**src/rtl/seg7oct_rx.sv**
```systemverilog
// seg7oct_rx: qualifies an active-low 7-segment pattern and recovers the octal digit it shows,
// packing accepted digits into DIGITS-wide words. Define SEG7OCT_RX_ERRCNT_EN for err_cnt_o.
module seg7oct_rx #(
    parameter int unsigned STABLE_CYC = 4,
    parameter int unsigned DIGITS     = 4
) (
    input  logic                clk_i,
    input  logic                rst_i,
    input  logic                en_i,
    input  logic [6:0]          seg_i,
    output logic [2:0]          digit_o,
    output logic                valid_o,
    output logic                err_o,
    output logic [3*DIGITS-1:0] word_o,
    output logic                word_valid_o,
    output logic [3:0]          count_o,
    output logic [7:0]          err_cnt_o
);
    localparam int unsigned W        = 3 * DIGITS;
    localparam logic [7:0]  STABLE   = 8'(STABLE_CYC);
    localparam logic [3:0]  LAST_IDX = 4'(DIGITS - 1);

    typedef enum logic [1:0] {StIdle, StWait, StHold} state_e;

    state_e       state_q;
    logic [6:0]   seg_q;
    logic [7:0]   stab_q;
    logic [7:0]   stab_d;
    logic         changed;
    logic         qualify;
    logic         is_err;
    logic         pat_legal;
    logic         pat_blank;
    logic [2:0]   pat_digit;
    logic [W-1:0] digit_ext;

    always_comb begin
        pat_legal = 1'b1;
        pat_blank = 1'b0;
        pat_digit = 3'd0;
        case (seg_i)
            7'b1000000: pat_digit = 3'd0;
            7'b1111001: pat_digit = 3'd1;
            7'b0100100: pat_digit = 3'd2;
            7'b0110000: pat_digit = 3'd3;
            7'b0011001: pat_digit = 3'd4;
            7'b0010010: pat_digit = 3'd5;
            7'b0000010: pat_digit = 3'd6;
            7'b1111000: pat_digit = 3'd7;
            7'b1111111: begin
                pat_legal = 1'b0;
                pat_blank = 1'b1;
            end
            default: pat_legal = 1'b0;
        endcase
    end

    // Leaving IDLE treats the current pattern as new, same as a change on the bus.
    always_comb begin
        changed = (seg_i != seg_q);
        if (state_q == StIdle || changed) begin
            stab_d = 8'd1;
        end else if (stab_q >= STABLE) begin
            stab_d = STABLE;
        end else begin
            stab_d = stab_q + 8'd1;
        end
        qualify   = en_i && (state_q != StHold || changed) && (stab_d == STABLE);
        is_err    = qualify && !pat_legal && !pat_blank;
        digit_ext = '0;
        digit_ext[2:0] = pat_digit;
    end

    always_ff @(posedge clk_i or posedge rst_i) begin
        if (rst_i) begin
            state_q      <= StWait;
            seg_q        <= 7'h7f;
            stab_q       <= '0;
            digit_o      <= '0;
            valid_o      <= 1'b0;
            err_o        <= 1'b0;
            word_o       <= '0;
            word_valid_o <= 1'b0;
            count_o      <= '0;
        end else begin
            seg_q        <= seg_i;
            valid_o      <= 1'b0;
            err_o        <= 1'b0;
            word_valid_o <= 1'b0;
            if (!en_i) begin
                state_q <= StIdle;
                stab_q  <= '0;
            end else begin
                stab_q <= stab_d;
                if (qualify) begin
                    state_q <= StHold;
                    if (pat_legal) begin
                        digit_o <= pat_digit;
                        valid_o <= 1'b1;
                        word_o  <= (word_o << 3) | digit_ext;
                        if (count_o == LAST_IDX) begin
                            count_o      <= '0;
                            word_valid_o <= 1'b1;
                        end else begin
                            count_o <= count_o + 4'd1;
                        end
                    end else if (is_err) begin
                        err_o   <= 1'b1;
                        count_o <= '0;
                    end
                end else if (state_q == StIdle || (state_q == StHold && changed)) begin
                    state_q <= StWait;
                end
            end
        end
    end

`ifdef SEG7OCT_RX_ERRCNT_EN
    logic [7:0] err_cnt_q;

    always_ff @(posedge clk_i or posedge rst_i) begin
        if (rst_i) begin
            err_cnt_q <= '0;
        end else if (is_err && err_cnt_q != 8'hff) begin
            err_cnt_q <= err_cnt_q + 8'd1;
        end
    end

    assign err_cnt_o = err_cnt_q;
`else
    assign err_cnt_o = 8'h00;
`endif

endmodule

```
**config.mk**
```make
export PLATFORM = sky130hd
export DESIGN_NAME = seg7oct_rx
export DESIGN_NICKNAME = d
export VERILOG_FILES = /design/src/rtl/seg7oct_rx.sv
export SDC_FILE = /design/constraint.sdc
export NUM_CORES = 1
export LEC_CHECK = 0
export CORE_MARGIN = 2
export CORE_UTILIZATION = 29
export CTS_CLUSTER_SIZE = 40
export DETAILED_ROUTE_END_ITERATION = 10
export PLACE_DENSITY_LB_ADDON = 0.12
export SLEW_MARGIN = 10
export SYNTH_ARGS = -nofsm -noshare
export SYNTH_HDL_FRONTEND = slang
export SYNTH_SLANG_ARGS = --single-unit
```
**constraint.sdc**
```tcl
create_clock -name clk_i -period 3.1 [get_ports clk_i]
set_input_delay 0.62 -clock clk_i [delete_from_list [all_inputs] [get_ports clk_i]]
set_output_delay 0.62 -clock clk_i [all_outputs]
set_load 0.05 [all_outputs]
```
==> out/qor_table.md <==
| Item | Reported |
|---|---|
| Mapped Avg Cell Area | 11.92 um2 |
| Total setup violations reported at the end of the flow | 0 |
| Critical-path top delay cell | sky130_fd_sc_hd__or4b_4 |
| Clock-pin slew of the registers on the worst-case setup and hold paths | 70 ps |
| Crit-path max FO | 15 |
| Antenna Diode Count | 0 |
| Final estimated routing congestion in global placement | 0.8029 |
| Count of port buffers added during placement | 31 |
| Gate count of the mapped netlist | 147 |
| 1st-pass router iterations | 4 |
| Number of cells on the critical path | 6 |
| Worst slack at placement | 161.3 ps |
| Post-route setup TNS | 0 ps |
| Clk_lat worst skew | 280 ps |
| Leakage component of the power | 1.026 nW |
| Longest individual stage delay on the worst path | 500 ps |
| Power Total | 931.1 uW |
| Clock buffer count from CTS | 5 |
| Post-CTS setup buffer count | 0 |
| Nature of the critical path startpoint | primary input |
| Placeable Area | 5886 um2 |
| Startpoint of the worst register-to-register path | seg_q[4] |
| Depth of the CTS H-tree | 2 |
| Maximum buffer depth of the clock tree | 2 |
| Number of synthesized flops with an enable pin | 0 |
| Category of the most critical setup path | primary input to register |
| Startpoint of the most critical setup path | seg_i[5] |
| CTS resizes | 0 |
| R2r endpoint | word_o[8] |
| Area growth from synthesis to final layout | 28.50% |
| Clock sink total | 36 |
| End of the critical path | word_o[8] |
| Setup repair after global routing missed its margin | no |
| Final Skew | 5.128 ps |
| Cells along the critical path | clkdlybuf4s50_1 -> or3b_1 -> or4b_4 -> and4_4 -> nor2_8 -> mux2_2 |
| F_max | 0.3813 GHz |
| Top delay family on crit path | simple AND/OR/NAND/NOR gates |
| Max cap viols | 0 |
| Top post-synthesis cells by count | sky130_fd_sc_hd__dfrtp_1 (28), sky130_fd_sc_hd__buf_4 (12), sky130_fd_sc_hd__nor2_1 (12), sky130_fd_sc_hd__dfstp_2 (8), sky130_fd_sc_hd__xor2_1 (8) |
| Post-CTS Hold Buffers | 0 |
| Prevailing post-synth register cell | sky130_fd_sc_hd__dfrtp_1 |
| Post-DP HPWL | 2417 um |
| Total placed cells including tap cells | 260 |
| Via count of the routed design | 1212 |
| Biggest area consumer among synthesized cells | sky130_fd_sc_hd__dfrtp_1 |
| Effective utilization at floorplan | 29.76% |
| Remaining global-route overflow | 0 |
| Setup ws final | 477.1 ps |
| Mean number of vias per cell | 4.522 |
| Post-DRT Antenna Nets | 0 |
| Pins over their slew limit | 0 |
| Num ports | 40 |
| Clock tree from TritonCTS | yes |
| Die H | 81.72 um |
| Outcome | finished clean |
| Kind of end point of the critical path | register |
| Count of nets after finishing | 205 |
| Share of cells above drive strength 1 | 23.32% |
| Antenna violations before repair | 0 |
| Post-Synthesis Cell Area | 1752 um2 |
| Initial detailed-routing violation count | 34 |
| Number of placement rows | 28 |
| R2R depth | 6 |
| Worst EP required | 3270 ps |
| Number of different library cells in the post-synthesis netlist | 42 |
| Post-route fraction of the period consumed by the critical path | 84.61% |
| Share of the synthesized area in the top cell type | 40.00% |
| Overall die width | 81.72 um |
| Peak ir drop on the vdd network | 0.0001627 V |
| Synth area leaders | sky130_fd_sc_hd__dfrtp_1 (40%), sky130_fd_sc_hd__dfstp_2 (12%), sky130_fd_sc_hd__buf_4 (5.1%) |
| Worst Hold Class | register to register |
| Number of fill cells | 571 |
| Count of buffering cells on the critical path with inverters included | 1 |
| Die Area | 6678 um2 |
| WL/cell | 12.18 um |
| Final Hold Violating Endpoints | 0 |
| Rel. slew slack | 60.53% |
| Clock Tree Root | sky130_fd_sc_hd__clkbuf_8 |
| Shortest clock period the worst path allows after layout | 2623 ps |
| Pin count of the biggest net entering global routing | 37 |
| Register Area | 910.9 um2 |
| Area used by multi-input combinational logic | 738.2 um2 |
| Transition time at the pin with the least slew margin | 583.9 ps |
| Register bit count reported by yosys | 36 |
| Data arrival at the endpoint of the critical path | 2790 ps |
| Fraction of synthesis flops using an asynchronous set or reset pin | 100.0% |
| Post-layout instance count excluding filler cells | 268 |
| Via count of the first global-routing pass | 1145 |
| Minimum setup slack among reg-to-reg paths | 1020 ps |
| Register area share after synthesis | 52.00% |
| Yosys warning total | 0 |
| Total Routing Usage GR | 10.85% |
| Post-detailed-route DRC marker count | 0 |
| Most used standard cell by instance count after synthesis | sky130_fd_sc_hd__dfrtp_1 |
| Wire length of the first global-routing pass | 5326 um |
| Pwr/cell area | 413.7 nW/um2 |
| WL final | 3265 um |
logic make-up after synthesis:
group / count (synthesis) / synth area share, %
buffers and inverters: 21 / 8.429
AO/OA/AOI/OAI: 18 / 7.644
adder cells (fa/ha/maj): 3 / 2.143
flip-flops: 36 / 52.00
other: 1 / 0.2141
AND/OR/NAND/NOR: 48 / 16.71
XOR/XNOR: 9 / 4.500
multiplexers: 11 / 8.357
area by class of cell:
cell class / instances / area share (%)
flip-flops and latches: 36 / 40.47
multi-input cells: 102 / 32.80
repair buffers: 42 / 17.45
well taps: 75 / 4.169
clock buffers: 6 / 3.669
inverters: 5 / 0.8338
clock inverters: 2 / 0.6115
cells in the final DEF (no fill, tap or decap), types with 2 or more instances in the layout:
master and n:
sky130_fd_sc_hd__clkdlybuf4s50_1 31, sky130_fd_sc_hd__dfrtp_1 28, sky130_fd_sc_hd__conb_1 13, sky130_fd_sc_hd__nor2_1 12, sky130_fd_sc_hd__buf_4 11, sky130_fd_sc_hd__xor2_1 8
sky130_fd_sc_hd__dfstp_2 8, sky130_fd_sc_hd__mux2_4 6, sky130_fd_sc_hd__clkbuf_8 6, sky130_fd_sc_hd__nand3_1 5, sky130_fd_sc_hd__inv_1 5, sky130_fd_sc_hd__mux2_2 5
sky130_fd_sc_hd__nand4_1 4, sky130_fd_sc_hd__nand2_1 4, sky130_fd_sc_hd__nor4_1 3, sky130_fd_sc_hd__or2_2 3, sky130_fd_sc_hd__nor3_1 3, sky130_fd_sc_hd__o21ai_0 3
sky130_fd_sc_hd__a21oi_1 3, sky130_fd_sc_hd__a22o_1 3, sky130_fd_sc_hd__ha_1 3, sky130_fd_sc_hd__nand3b_1 2, sky130_fd_sc_hd__or3b_1 2, sky130_fd_sc_hd__and3_1 2
sky130_fd_sc_hd__a211o_1 2
through the flow:
step	utilization, %	cell area, um2	hold slack (ps)
6_report	38.24	2251	508.4
3_5_place_dp	36.61	2155	497.9
4_1_cts	38.24	2251	515.4
5_1_grt	38.24	2251	541.5
3_3_place_gp	36.61	2155	491.7
2_1_floorplan	-	1797	520.4
report_power, final:
group / switching (mW) / internal, mW / total, mW
registers: 0.00463 / 0.483 / 0.488
logic: 0.0615 / 0.0330 / 0.0945
clock network: 0.167 / 0.181 / 0.349
total: 0.233 / 0.698 / 0.931
metal layers:
| layer | part of all wire, % | global-route usage [%] | routed length (um) |
|---|---|---|---|
| met5 | 0 | 0 | 0 |
| met4 | 0.70 | 4.000 | 23 |
| met3 | 5.8 | 4.615 | 190 |
| met2 | 47 | 16.99 | 1550 |
| met1 | 46 | 13.31 | 1500 |
how the worst min path moves through the flow:
| stage | startpoint | end | slack (ps) | depth (start not counted) |
|---|---|---|---|---|
| 5_1_grt | word_o[11] | word_o[11] | 540 | 1 |
| 4_1_cts | word_o[10] | word_o[10] | 520 | 1 |
| 6_report | word_o[9] | word_o[9] | 510 | 1 |
| 3_3_place_gp | word_o[9] | word_o[9] | 490 | 1 |
| 2_1_floorplan | state_q[1] | state_q[1] | 520 | 2 |
| 3_5_place_dp | word_o[10] | word_o[10] | 500 | 1 |
sequential cells by signal (all words and copies together) (netlist names):
name / flops
word_o: 10
stab_q: 8
seg_q: 7
count_o: 4
digit_o: 2
state_q: 2
err_o: 1
valid_o: 1
word_valid_o: 1
Power figures use the tool's default switching activity.
